===== src/rtl/seg7_pkg.sv =====
// Seven-segment helpers shared by the score/high-score tracker.
// Contents: active-low digit codes SEG_0..SEG_9, blank code, seg7_encode(),
//           FSM state type and the MSD-first compare decision type.
package seg7_pkg;

   localparam logic [6:0] SEG_0     = 7'b1000000;
   localparam logic [6:0] SEG_1     = 7'b1111001;
   localparam logic [6:0] SEG_2     = 7'b0100100;
   localparam logic [6:0] SEG_3     = 7'b0110000;
   localparam logic [6:0] SEG_4     = 7'b0011001;
   localparam logic [6:0] SEG_5     = 7'b0010010;
   localparam logic [6:0] SEG_6     = 7'b0000010;
   localparam logic [6:0] SEG_7     = 7'b1111000;
   localparam logic [6:0] SEG_8     = 7'b0000000;
   localparam logic [6:0] SEG_9     = 7'b0010000;
   localparam logic [6:0] SEG_BLANK = 7'b1111111;

   typedef enum logic [1:0] {IDLE, SCAN, DONE} state_t;

   // Decision so far while scanning from the most significant digit down
   typedef enum logic [1:0] {DEC_NONE, DEC_GT, DEC_LT} dec_t;

   // BCD digit to active-low segments; anything above 9 shows blank
   function automatic logic [6:0] seg7_encode(input logic [3:0] bcd);
      logic [6:0] seg;
      case (bcd)
         4'd0:    seg = SEG_0;
         4'd1:    seg = SEG_1;
         4'd2:    seg = SEG_2;
         4'd3:    seg = SEG_3;
         4'd4:    seg = SEG_4;
         4'd5:    seg = SEG_5;
         4'd6:    seg = SEG_6;
         4'd7:    seg = SEG_7;
         4'd8:    seg = SEG_8;
         4'd9:    seg = SEG_9;
         default: seg = SEG_BLANK;
      endcase
      return seg;
   endfunction

endpackage


===== src/rtl/score_hex_tracker_if.sv =====
// Bus between the game logic and the score/high-score tracker.
// master: start, clear_hi, score_hex out; results and high score in.
// slave : the tracker side of the same signals.
interface score_hex_tracker_if #(
   parameter int unsigned NDIGITS = 2
) ();
   logic                      start;
   logic                      clear_hi;
   logic [NDIGITS-1:0][6:0]   score_hex;
   logic                      busy;
   logic                      done;
   logic                      gt;
   logic                      eq;
   logic                      lt;
   logic                      err;
   logic [NDIGITS-1:0][3:0]   hi_bcd;
   logic [NDIGITS-1:0][6:0]   hi_hex;

   modport master (
      output start, clear_hi, score_hex,
      input  busy, done, gt, eq, lt, err, hi_bcd, hi_hex
   );

   modport slave (
      input  start, clear_hi, score_hex,
      output busy, done, gt, eq, lt, err, hi_bcd, hi_hex
   );
endinterface


===== src/rtl/seg7_decode.sv =====
// Strict active-low seven-segment decoder.
// code    : 7-bit active-low segment pattern
// value_c : decoded digit 0-9 (4'hF when illegal)
// valid_c : 1 only for the ten legal digit patterns
module seg7_decode
   import seg7_pkg::*;
(
   input  logic [6:0] code,
   output logic [3:0] value_c,
   output logic       valid_c
);

   // Illegal patterns report invalid and never decode as 0
   always_comb begin
      value_c = 4'hF;
      valid_c = 1'b0;
      case (code)
         SEG_0: begin value_c = 4'd0; valid_c = 1'b1; end
         SEG_1: begin value_c = 4'd1; valid_c = 1'b1; end
         SEG_2: begin value_c = 4'd2; valid_c = 1'b1; end
         SEG_3: begin value_c = 4'd3; valid_c = 1'b1; end
         SEG_4: begin value_c = 4'd4; valid_c = 1'b1; end
         SEG_5: begin value_c = 4'd5; valid_c = 1'b1; end
         SEG_6: begin value_c = 4'd6; valid_c = 1'b1; end
         SEG_7: begin value_c = 4'd7; valid_c = 1'b1; end
         SEG_8: begin value_c = 4'd8; valid_c = 1'b1; end
         SEG_9: begin value_c = 4'd9; valid_c = 1'b1; end
         default: ;
      endcase
   end

endmodule


===== src/rtl/score_hex_tracker.sv =====
// Captures a seven-segment score, compares it digit-serially (MSD first)
// against the stored high score and optionally replaces the high score.
// clk, reset : clock, asynchronous active-high reset
// bus.start / bus.clear_hi / bus.score_hex : requests and score, sampled in IDLE
// bus.busy / bus.done / bus.gt / bus.eq / bus.lt / bus.err : status and result
// bus.hi_bcd / bus.hi_hex : stored high score, BCD and active-low segments
module score_hex_tracker
   import seg7_pkg::*;
#(
   parameter int unsigned NDIGITS     = 2,
   parameter bit          AUTO_UPDATE = 1'b1
) (
   input  logic               clk,
   input  logic               reset,
   score_hex_tracker_if.slave bus
);

   localparam int unsigned IW = (NDIGITS > 1) ? $clog2(NDIGITS) : 1;

   state_t                    state_q, state_d;
   logic [NDIGITS-1:0][6:0]   shadow_q, shadow_d;
   logic [IW-1:0]             idx_q, idx_d;
   dec_t                      dec_q, dec_d;
   logic                      bad_q, bad_d;
   logic [NDIGITS-1:0][3:0]   bcd_q, bcd_d;
   logic [NDIGITS-1:0][3:0]   hi_q, hi_d;
   logic                      gt_q, gt_d;
   logic                      eq_q, eq_d;
   logic                      lt_q, lt_d;
   logic                      err_q, err_d;
   logic                      busy_q, busy_d;
   logic                      done_q, done_d;

   logic [6:0]                cur_code_c;
   logic [3:0]                cur_val_c;
   logic                      cur_ok_c;
   dec_t                      dec_n;
   logic                      bad_n;

   // Single decoder shared across digits, steered by the scan index
   assign cur_code_c = shadow_q[idx_q];

   seg7_decode u_dec (
      .code    (cur_code_c),
      .value_c (cur_val_c),
      .valid_c (cur_ok_c)
   );

   // Next-state and datapath control
   always_comb begin
      state_d  = state_q;
      shadow_d = shadow_q;
      idx_d    = idx_q;
      dec_d    = dec_q;
      bad_d    = bad_q;
      bcd_d    = bcd_q;
      hi_d     = hi_q;
      gt_d     = gt_q;
      eq_d     = eq_q;
      lt_d     = lt_q;
      err_d    = err_q;
      dec_n    = dec_q;
      bad_n    = bad_q;

      case (state_q)
         IDLE: begin
            if (bus.clear_hi) begin
               hi_d = '0;
            end else if (bus.start) begin
               shadow_d = bus.score_hex;
               idx_d    = IW'(NDIGITS - 1);
               dec_d    = DEC_NONE;
               bad_d    = 1'b0;
               gt_d     = 1'b0;
               eq_d     = 1'b0;
               lt_d     = 1'b0;
               err_d    = 1'b0;
               state_d  = SCAN;
            end
         end

         SCAN: begin
            // First differing digit decides; keep scanning so err sees every digit
            if (!cur_ok_c) begin
               bad_n = 1'b1;
            end else if (dec_q == DEC_NONE) begin
               if (cur_val_c > hi_q[idx_q]) begin
                  dec_n = DEC_GT;
               end else if (cur_val_c < hi_q[idx_q]) begin
                  dec_n = DEC_LT;
               end
            end
            dec_d        = dec_n;
            bad_d        = bad_n;
            bcd_d[idx_q] = cur_val_c;

            if (idx_q == '0) begin
               gt_d    = !bad_n && (dec_n == DEC_GT);
               lt_d    = !bad_n && (dec_n == DEC_LT);
               eq_d    = !bad_n && (dec_n == DEC_NONE);
               err_d   = bad_n;
               if (AUTO_UPDATE && gt_d) begin
                  hi_d = bcd_d;
               end
               state_d = DONE;
            end else begin
               idx_d = idx_q - IW'(1);
            end
         end

         DONE: begin
            state_d = IDLE;
         end

         default: begin
            state_d = IDLE;
         end
      endcase

      busy_d = (state_d != IDLE);
      done_d = (state_d == DONE);
   end

   // State and datapath registers
   always_ff @(posedge clk or posedge reset) begin
      if (reset) begin
         state_q  <= IDLE;
         shadow_q <= '0;
         idx_q    <= '0;
         dec_q    <= DEC_NONE;
         bad_q    <= 1'b0;
         bcd_q    <= '0;
         hi_q     <= '0;
         gt_q     <= 1'b0;
         eq_q     <= 1'b0;
         lt_q     <= 1'b0;
         err_q    <= 1'b0;
         busy_q   <= 1'b0;
         done_q   <= 1'b0;
      end else begin
         state_q  <= state_d;
         shadow_q <= shadow_d;
         idx_q    <= idx_d;
         dec_q    <= dec_d;
         bad_q    <= bad_d;
         bcd_q    <= bcd_d;
         hi_q     <= hi_d;
         gt_q     <= gt_d;
         eq_q     <= eq_d;
         lt_q     <= lt_d;
         err_q    <= err_d;
         busy_q   <= busy_d;
         done_q   <= done_d;
      end
   end

   assign bus.busy   = busy_q;
   assign bus.done   = done_q;
   assign bus.gt     = gt_q;
   assign bus.eq     = eq_q;
   assign bus.lt     = lt_q;
   assign bus.err    = err_q;
   assign bus.hi_bcd = hi_q;

   // High-score display drive, combinational from the stored BCD
   for (genvar g = 0; g < int'(NDIGITS); g++) begin : g_hex
      assign bus.hi_hex[g] = seg7_encode(hi_q[g]);
   end

endmodule


===== src/flat_wrapper.sv =====
// flat-port wrapper written by rule: the top's interface ports become plain ports
module score_hex_tracker_flat import seg7_pkg::*;
#(
   parameter int unsigned NDIGITS     = 2,
   parameter bit          AUTO_UPDATE = 1'b1
)
  (clk, reset, bus_start, bus_clear_hi, bus_score_hex, bus_busy, bus_done, bus_gt, bus_eq, bus_lt, bus_err, bus_hi_bcd, bus_hi_hex);
  score_hex_tracker_if #(.NDIGITS(NDIGITS)) bus_i ();
  input  logic clk;
  input  logic reset;
  input wire logic [$bits(bus_i.start)-1:0] bus_start;
  input wire logic [$bits(bus_i.clear_hi)-1:0] bus_clear_hi;
  input wire logic [$bits(bus_i.score_hex)-1:0] bus_score_hex;
  output wire logic [$bits(bus_i.busy)-1:0] bus_busy;
  output wire logic [$bits(bus_i.done)-1:0] bus_done;
  output wire logic [$bits(bus_i.gt)-1:0] bus_gt;
  output wire logic [$bits(bus_i.eq)-1:0] bus_eq;
  output wire logic [$bits(bus_i.lt)-1:0] bus_lt;
  output wire logic [$bits(bus_i.err)-1:0] bus_err;
  output wire logic [$bits(bus_i.hi_bcd)-1:0] bus_hi_bcd;
  output wire logic [$bits(bus_i.hi_hex)-1:0] bus_hi_hex;
  assign bus_i.start = bus_start;
  assign bus_i.clear_hi = bus_clear_hi;
  assign bus_i.score_hex = bus_score_hex;
  assign bus_busy = bus_i.busy;
  assign bus_done = bus_i.done;
  assign bus_gt = bus_i.gt;
  assign bus_eq = bus_i.eq;
  assign bus_lt = bus_i.lt;
  assign bus_err = bus_i.err;
  assign bus_hi_bcd = bus_i.hi_bcd;
  assign bus_hi_hex = bus_i.hi_hex;
  score_hex_tracker #(.NDIGITS(NDIGITS), .AUTO_UPDATE(AUTO_UPDATE)) u_core (.clk(clk), .reset(reset), .bus(bus_i));
endmodule

===== config.mk =====
export PLATFORM = sky130hd
export DESIGN_NAME = score_hex_tracker_flat
export DESIGN_NICKNAME = d
export VERILOG_FILES = /design/src/rtl/seg7_pkg.sv /design/src/rtl/score_hex_tracker_if.sv /design/src/rtl/seg7_decode.sv /design/src/rtl/score_hex_tracker.sv /design/src/flat_wrapper.sv
export SDC_FILE = /design/constraint.sdc
export NUM_CORES = 1
export LEC_CHECK = 0
export CAP_MARGIN = 20
export CORE_MARGIN = 2
export CORE_UTILIZATION = 25
export CTS_CLUSTER_DIAMETER = 80
export CTS_CLUSTER_SIZE = 16
export DETAILED_ROUTE_END_ITERATION = 10
export GPL_TIMING_DRIVEN = 1
export PLACE_DENSITY = 0.51
export REMOVE_ABC_BUFFERS = 1
export SKIP_CTS_REPAIR_TIMING = 1
export SLEW_MARGIN = 20
export SYNTH_ARGS = -nofsm -noshare
export SYNTH_HDL_FRONTEND = slang
export SYNTH_SLANG_ARGS = --single-unit

===== constraint.sdc =====
create_clock -name clk -period 4 [get_ports clk]
set_clock_uncertainty 0.15 [all_clocks]
set_input_delay 0.8 -clock clk [delete_from_list [all_inputs] [get_ports clk]]
set_output_delay 0.8 -clock clk [all_outputs]
set_load 0.01 [all_outputs]

==> impl_summary.log, run 1 <==
INFO  metric critPathTopFamily = simple AND/OR/NAND/NOR gates
INFO  metric antenna_cells_inserted = 0
INFO  metric timing_hold_violations_final = 0
INFO  metric overflow = 0
INFO  metric detail-route-antenna-nets = 0
INFO  metric synthesis.area = 2670 um^2
INFO  metric fp.dieH = 107 um
INFO  metric post_drt_wl_per_cell = 13.0 um
INFO  metric antenna_violations_before_repair = 0
INFO  metric fp.coreArea = 10400 um^2
INFO  metric vias = 2378
INFO  metric critPathMaxFanout = 13
INFO  metric grt_max_degree = 43
INFO  metric ys_seq_elements = 42
INFO  metric grt_overall_usage = 11.8%
INFO  metric post-route-drc-count = 0
INFO  metric clkLatencyLatePin = 0.30 ns
INFO  metric critical_path_arrival = 3.81 ns
INFO  metric final_wirelength = 6470 um
INFO  metric final.fill_count = 1113
INFO  metric first_iter_violations = 107
INFO  metric placementRows = 37
INFO  metric finished_layout_cells = 499
INFO  metric h-tree-depth = 2
INFO  metric clockRootBuffer = sky130_fd_sc_hd__clkbuf_8
INFO  metric dpl-instance-area = 3280 um^2
INFO  metric nNetsFinal = 394
INFO  metric place.gp.congestion = 0.827
INFO  metric synth_sequential_area_ratio = 39.4%
INFO  metric async_flop_share = 100%
INFO  metric grt_pass1_vias = 2317
INFO  metric final_max_slew_viol_count = 0
INFO  metric tightestPinTransition = 0.621 ns
INFO  metric power_density = 837 nW/um^2
INFO  metric synthesis.yosys.warnings = 0
INFO  metric postSynthAreaPerCell = 8.42 um^2
INFO  metric cellLeakagePower = 1.46 nW
INFO  metric die-width = 107 um
INFO  metric ir_drop = 267 uV
INFO  metric drv.max_cap_violation_count = 0
INFO  metric yosys.cell_types.count = 50
INFO  metric design_area = 3370 um^2
INFO  metric synth_edf_count = 0
INFO  metric drt_pre_antenna_iters = 4
INFO  metric maxSlewHeadroom = 58.5%
INFO  metric max_stage_delay = 0.51 ns
INFO  metric max_freq = 0.265 GHz
INFO  metric grt_pass1_wl = 11000 um
INFO  metric critPathSlowestCell = sky130_fd_sc_hd__dfrtp_1
INFO  metric port_buffers = 45
INFO  metric drive_gt1_share = 9.09%
INFO  metric fin_crit_period = 3.77 ns
INFO  metric final.period_utilization = 94.2%
INFO  metric cpMostUsedCell = sky130_fd_sc_hd__nor3_1
INFO  metric setup-tns-final = 0 ns
INFO  metric path_clk_slew = 0.08 ns
INFO  metric initial_utilization = 25.7%
INFO  metric startpoint_type = register
INFO  metric top_level_ports = 46
INFO  metric clockBufferDepth = 2
INFO  metric route.detailed.vias_per_inst = 4.77
INFO  metric fp.dieArea = 11500 um^2
INFO  metric run_status = finished clean
INFO  metric cts.sink_count = 42
INFO  metric fin_hold_ws = 0.335 ns
INFO  metric timing.critical_path.cells = buf_4, nor4b_1, a31oi_1, nor3_1, nor4_2, nor3_1, inv_1, ha_1, o211ai_1, a31o_2, nor2_1, a31oi_4, mux2_4
INFO  metric cts_buffers = 5
INFO  metric timing.critical_path.to_type = register
INFO  metric post_synth_inst_count = 317
INFO  metric crit_type = register to register
INFO  metric cts_tree = yes
INFO  metric report.final.setup_viol = 0
INFO  metric min_path_type = register to register
INFO  metric detailedPlacementHpwl = 4760 um
INFO  metric area_delta_synth_final = 26.4%
INFO  metric place.detailed.instances = 491
INFO  metric yosys_most_used_dff = sky130_fd_sc_hd__dfrtp_1
INFO  metric worstPathBufferInverterCount = 2
INFO  metric cp_data_required_time = 4.04 ns
[logic make-up (layout without fill, tap and decap cells)]
kind of cell / count (synthesis) / count (layout) / synth area share, %
buf+inv: 29 / 75 / 4.78
compound gates: 69 / 69 / 16.7
xor+xnor: 2 / 2 / 0.656
fa+ha+maj: 14 / 14 / 6.56
flops: 42 / 42 / 39.4
simple gates: 145 / 145 / 25.1
mux: 16 / 16 / 6.89
[tightest hold or removal path: cells and delay by family (launching register included)]
family          cells  cell delay (ns)
compound gates      1             0.06
flops               1             0.35
simple gates        1             0.05
[flip-flops by register name (all words and copies together) (netlist names), 2 cells and up]
name	flops
u_core.shadow_q	14
u_core.dec_q	2
u_core.bcd_q	8
u_core.bus.hi_bcd	8
u_core.state_q	2
[cells in the mapped netlist, types with 3 or more instances]
library cell	count	area, um^2
sky130_fd_sc_hd__mux2_4	4	60.1
sky130_fd_sc_hd__dfrtp_1	42	1050
sky130_fd_sc_hd__mux2_2	3	33.8
sky130_fd_sc_hd__nand2b_1	3	18.8
sky130_fd_sc_hd__nand2_1	65	244
sky130_fd_sc_hd__a31oi_1	7	43.8
sky130_fd_sc_hd__clkbuf_1	9	33.8
sky130_fd_sc_hd__ha_1	14	175
sky130_fd_sc_hd__o21ai_0	24	120
sky130_fd_sc_hd__nor2b_1	3	18.8
sky130_fd_sc_hd__nor2_1	41	154
sky130_fd_sc_hd__a21oi_1	17	85.1
sky130_fd_sc_hd__nor3_1	9	45.0
sky130_fd_sc_hd__and3b_1	3	26.3
sky130_fd_sc_hd__buf_2	3	15.0
sky130_fd_sc_hd__mux2i_1	9	90.1
sky130_fd_sc_hd__inv_1	14	52.6
sky130_fd_sc_hd__nor3b_1	6	45.0
[path summary, 6_finish.rpt]
kind / start / endpoint / slack [ns] / cells past startpoint
min: u_core.bcd_q[7] / u_core.bcd_q[7] / 0.33 / 2
max reg2reg: u_core.idx_q / u_core.bus.hi_bcd[0] / 0.23 / 13
max: u_core.idx_q / u_core.bus.hi_bcd[0] / 0.23 / 13
min in group asynchronous: reset / u_core.bus.busy / 0.79 / 3
max in group asynchronous: reset / u_core.dec_q[0] / 2.54 / 3
min reg2reg: u_core.bcd_q[7] / u_core.bcd_q[7] / 0.33 / 2
[where the power goes]
part	switching, mW	internal, mW	total, mW	leakage (nW)
combinational	0.897	0.803	1.70	0.889
sequential	0.229	0.608	0.837	0.520
clock	0.148	0.139	0.288	0.0482
[cell usage in the layout, fill, tap and decap left out, types with 2 or more instances in the layout]
master	n
sky130_fd_sc_hd__a21oi_1	17
sky130_fd_sc_hd__a31oi_1	7
sky130_fd_sc_hd__a32oi_1	2
sky130_fd_sc_hd__and3b_1	3
sky130_fd_sc_hd__buf_4	8
sky130_fd_sc_hd__clkbuf_8	6
sky130_fd_sc_hd__clkdlybuf4s50_1	45
sky130_fd_sc_hd__dfrtp_1	42
sky130_fd_sc_hd__ha_1	14
sky130_fd_sc_hd__inv_1	14
sky130_fd_sc_hd__mux2_2	3
sky130_fd_sc_hd__mux2_4	4
sky130_fd_sc_hd__mux2i_1	9
sky130_fd_sc_hd__nand2_1	65
sky130_fd_sc_hd__nand2b_1	3
sky130_fd_sc_hd__nand3_1	2
sky130_fd_sc_hd__nand3b_1	2
sky130_fd_sc_hd__nor2_1	41
sky130_fd_sc_hd__nor2b_1	3
sky130_fd_sc_hd__nor3_1	9
sky130_fd_sc_hd__nor3b_1	6
sky130_fd_sc_hd__nor4b_1	2
sky130_fd_sc_hd__o21ai_0	24
sky130_fd_sc_hd__o22ai_1	2
sky130_fd_sc_hd__o31ai_1	2
sky130_fd_sc_hd__or2_2	2
sky130_fd_sc_hd__xnor2_1	2
[metrics by stage]
step	power [mW]	setup WS (ns)	utilization [%]
2_1_floorplan	1.88	0.0688	-
3_3_place_gp	2.51	0.325	31.6
3_5_place_dp	2.54	0.230	31.6
4_1_cts	2.84	0.212	32.5
5_1_grt	3.10	-0.0000764	32.5
6_report	2.82	0.230	32.5
[layout make-up]
| type | instances | area, um^2 | share of cell area (%) |
|---|---|---|---|
| inverters | 14 | 52.6 | 1.56 |
| multi-input cells | 246 | 1500 | 44.4 |
| clock inverters | 1 | 5.00 | 0.148 |
| repair buffers | 53 | 510 | 15.1 |
| clock buffers | 7 | 86.3 | 2.56 |
| well taps | 136 | 170 | 5.04 |
| flip-flops and latches | 42 | 1050 | 31.1 |
[metal layers]
| layer | GRT usage, % | share of wire, % | wire (um) | vias to the layer above |
|---|---|---|---|---|
| li1 | - | - | - | 1192 |
| met1 | 15.2 | 47 | 3050 | 1108 |
| met2 | 20.3 | 46 | 2990 | 71 |
| met3 | 2.36 | 5.2 | 339 | 7 |
| met4 | 2.84 | 1.4 | 92 | 0 |
| met5 | 0 | 0 | 0 | - |
No activity file was read; power rests on OpenSTA's default activity.
==> run 2, diff against run 1 <==
--- a/config.mk
+++ b/config.mk
@@ -19,3 +19,4 @@
 export SYNTH_ARGS = -nofsm -noshare
 export SYNTH_HDL_FRONTEND = slang
 export SYNTH_SLANG_ARGS = --single-unit
+export TNS_END_PERCENT = 1
==> results of run 2 <==
The final DEF is identical to that of run 1; final timing and power are the same.
==> run 3, diff against run 2 <==
--- a/config.mk
+++ b/config.mk
@@ -18,5 +18,6 @@
 export SLEW_MARGIN = 20
 export SYNTH_ARGS = -nofsm -noshare
 export SYNTH_HDL_FRONTEND = slang
+export SYNTH_HIERARCHICAL = 1
 export SYNTH_SLANG_ARGS = --single-unit
 export TNS_END_PERCENT = 1
==> run 3 against run 2 <==
Critical path depth is 2 lower. Sequential power fell by 22%. Routed wire length decreased by 16%. Flip-flop and latch count unchanged. Global-route usage down 1.5 points. Via count is 17% lower. Sequential share of layout area is 1.3 points higher. Combinational power shrank 48%. Hold slack worse by 0.010 ns. Synthesized cell count is 17% lower. First-iteration DRC count down 19%. Critical endpoint is now u_core/bus.hi_bcd[3]. Fmax grew 2.9%.
==> impl_summary.log, run 3 <==
INFO  metric cts_tree = yes
INFO  metric report.final.setup_viol = 0
INFO  metric timing.critical_path.to_type = register
INFO  metric rrSetupSlack = 0.34 ns
INFO  metric path_clk_slew = 0.08 ns
INFO  metric power_density = 575 nW/um^2
INFO  metric post_synth_inst_count = 262
INFO  metric share_clk_of_total_power = 17.6%
INFO  metric maxSlewHeadroom = 44.8%
INFO  metric clkLatencyLatePin = 0.30 ns
INFO  metric setup-tns-final = 0 ns
INFO  metric crit_type = register to register
INFO  metric final_max_slew_viol_count = 0
INFO  metric synthesis.yosys.warnings = 6
INFO  metric yosys_most_used_dff = sky130_fd_sc_hd__dfrtp_1
INFO  metric mostFrequentLayoutCells = 45 x sky130_fd_sc_hd__clkdlybuf4s50_1, 42 x sky130_fd_sc_hd__dfrtp_1, 40 x sky130_fd_sc_hd__nand2_1
INFO  metric max_stage_delay = 0.53 ns
INFO  metric cp_data_required_time = 4.07 ns
INFO  metric drv.max_cap_violation_count = 0
INFO  metric pwr-share-seq = 35.2%
INFO  metric met3_usage = 2.18%
INFO  metric grt_overall_usage = 10.3%
INFO  metric grt_max_degree = 23
INFO  metric top_register = u_core/shadow_q
INFO  metric grt.met1_usage = 13.6%
INFO  metric cell_int_power = 1.17 mW
INFO  metric postSynthAreaPerCell = 9.77 um^2
INFO  metric timing.hold.worst_endpoint = u_core/bus.eq
INFO  metric initial_utilization = 25.9%
INFO  metric grt.met2_usage = 16.6%
INFO  metric antenna_cells_inserted = 0
INFO  metric ir_drop = 288 uV
INFO  metric placementRows = 36
INFO  metric place.gp.congestion = 0.791
INFO  metric final_wirelength = 5450 um
INFO  metric grt_pass1_wl = 9270 um
INFO  metric critical_path_arrival = 3.73 ns
INFO  metric top_level_ports = 46
INFO  metric cts_buffers = 5
INFO  metric synth.cells.most_frequent = 42 x sky130_fd_sc_hd__dfrtp_1, 40 x sky130_fd_sc_hd__nand2_1, 35 x sky130_fd_sc_hd__mux2_2
INFO  metric area_leader_netlist = sky130_fd_sc_hd__dfrtp_1
INFO  metric clockRootBuffer = sky130_fd_sc_hd__clkbuf_8
INFO  metric fp.dieH = 105 um
INFO  metric grt_setup_unrepaired = no
INFO  metric synth_sequential_area_ratio = 41.1%
INFO  metric post_drt_wl_per_cell = 12.4 um
INFO  metric tightestPinTransition = 0.827 ns
INFO  metric port_buffers = 45
INFO  metric synthesis.area = 2560 um^2
INFO  metric r2r.worst_path.cells = 11
INFO  metric ys_top_cells_by_area = sky130_fd_sc_hd__dfrtp_1 41%, sky130_fd_sc_hd__mux2_2 15%, sky130_fd_sc_hd__ha_1 6.8%
INFO  metric vias = 1983
INFO  metric timing.critical_path.cells = mux2_2, or2_1, a211o_1, nand2_2, o21ai_0, ha_1, nand4_1, a31oi_1, a31o_2, nand3b_1, mux2i_1
INFO  metric number_of_flip_flops_in_the_largest_register = 14
INFO  metric final.fill_count = 1023
INFO  metric timing_hold_violations_final = 0
INFO  metric synth_edf_count = 0
INFO  metric ys_seq_elements = 42
INFO  metric yosys.cell_types.count = 39
INFO  metric netlist.area_leader.share = 41.1%
INFO  metric hold_depth = 2
INFO  metric antenna_violations_before_repair = 0
INFO  metric power_switching_share = 37.3%
INFO  metric grt_pass1_vias = 1929
INFO  metric leading_cell_type_in_the_layout_fill_and_taps_excluded = sky130_fd_sc_hd__clkdlybuf4s50_1
INFO  metric reg2reg_capture_point = u_core/bus.hi_bcd[3]
INFO  metric worstReg2RegStart = u_core/idx_q
INFO  metric max_freq = 0.273 GHz
INFO  metric min_from = u_core/bus.eq
INFO  metric fp.dieArea = 11100 um^2
INFO  metric detailedPlacementHpwl = 4050 um
INFO  metric dpl-instance-area = 3130 um^2
INFO  metric cts.sink_count = 42
INFO  metric critPathSlowestCell = sky130_fd_sc_hd__dfrtp_1
INFO  metric async_flop_share = 100%
INFO  metric min_path_type = register to register
INFO  metric clockBufferDepth = 2
INFO  metric die-width = 105 um
INFO  metric critPathMaxFanout = 9
INFO  metric nNetsFinal = 338
INFO  metric drt_pre_antenna_iters = 4
INFO  metric power.net_switching = 695 uW
INFO  metric design_area = 3240 um^2
INFO  metric drive_gt1_share = 17.6%
INFO  metric detail-route-antenna-nets = 0
INFO  metric first_iter_violations = 87
INFO  metric fin_crit_period = 3.66 ns
INFO  metric area_delta_synth_final = 26.7%
INFO  metric final.period_utilization = 91.6%
INFO  metric synthMostInstantiatedCell = sky130_fd_sc_hd__dfrtp_1
INFO  metric register_area = 1050 um^2
INFO  metric route.detailed.vias_per_inst = 4.51
INFO  metric run_status = finished clean
INFO  metric layer_carrying_the_most_global_route_usage = met2
INFO  metric pwr-share-comb = 47.2%
INFO  metric fp.coreArea = 9860 um^2
INFO  metric startpoint_type = register
INFO  metric post-route-drc-count = 0
INFO  metric area_used_by_multi_input_combinational_logic = 1400 um^2
INFO  metric cellLeakagePower = 1.37 nW
INFO  metric overflow = 0
INFO  metric h-tree-depth = 2
==> run 3: changes by cell type after synthesis, sizes merged, moves of 3 or more <==
cell / before / now
a21oi: 18 / 12
a31oi: 8 / 5
and3b: 4 / 0
clkbuf: 9 / 4
mux2: 7 / 35
mux2i: 9 / 13
nand2: 65 / 41
nand3: 2 / 5
nor2: 41 / 21
nor3: 9 / 2
nor3b: 6 / 1
o21ai: 24 / 16
o22ai: 3 / 0
==> run 3: cell families (layout without fill, tap and decap cells) <==
kind of cell    Yosys count  after routing  synth area share (%)
xor+xnor                  1              1                 0.342
compound gates           41             41                  9.73
buf+inv                  24             69                  4.30
mux                      48             48                  20.5
flops                    42             42                  41.1
fa+ha+maj                14             14                  6.85
simple gates             92             92                  17.2
==> run 3: final cells by class <==
cell class	instances	area share (%)
inverters	14	1.62
well taps	133	5.13
clock buffers	8	3.40
multi-input cells	196	43.1
flip-flops and latches	42	32.4
repair buffers	47	14.4
==> run 3: worst max-delay path by stage <==
stage	slack (ns)	cells after the start	start	endpoint
2_1_floorplan	0.40	11	u_core/idx_q	u_core/bus.hi_bcd[0]
3_3_place_gp	0.42	11	u_core/idx_q	u_core/bus.hi_bcd[5]
3_5_place_dp	0.34	10	u_core/idx_q	u_core/bus.hi_bcd[3]
4_1_cts	0.32	11	u_core/idx_q	u_core/bus.hi_bcd[3]
5_1_grt	0.02	10	u_core/idx_q	u_core/bus.hi_bcd[6]
6_report	0.34	11	u_core/idx_q	u_core/bus.hi_bcd[3]
==> run 3: per-layer routing <==
metal	wire, um	share of wire, %
met4	83	1.5
met5	0	0
met3	229	4.2
met2	2490	46
met1	2650	49
==> run 3: metrics by stage <==
stage | hold slack (ns) | instances | worst slack, ns | utilization [%] | power (mW)
floorplan | 0.296 | 252 | 0.400 | - | 1.31
global placement | 0.311 | 432 | 0.416 | 31.8 | 1.55
detailed placement | 0.319 | 432 | 0.340 | 31.8 | 1.55
CTS | 0.337 | 440 | 0.315 | 32.9 | 1.88
global route | 0.364 | 440 | 0.0194 | 32.9 | 2.01
finish | 0.324 | 440 | 0.338 | 32.9 | 1.86
==> run 3: critical path, delay by kind of cell, from the launching register on <==
kind,cells,cell delay (ns)
AOI/OAI and AO/OA,4,0.82
adders and majority gates,1,0.38
DFF,1,0.53
muxes,2,0.73
and+or+nand+nor,4,0.94
==> run 3: power by group through the flow <==
| stage | combinational (mW) | sequential, mW | clock [mW] |
|---|---|---|---|
| finish | 0.880 | 0.656 | 0.328 |
| global route | 0.986 | 0.677 | 0.352 |
| CTS | 0.885 | 0.659 | 0.338 |
| detailed placement | 0.881 | 0.666 | 0 |
| global placement | 0.882 | 0.665 | 0 |
| floorplan | 0.649 | 0.666 | 0 |
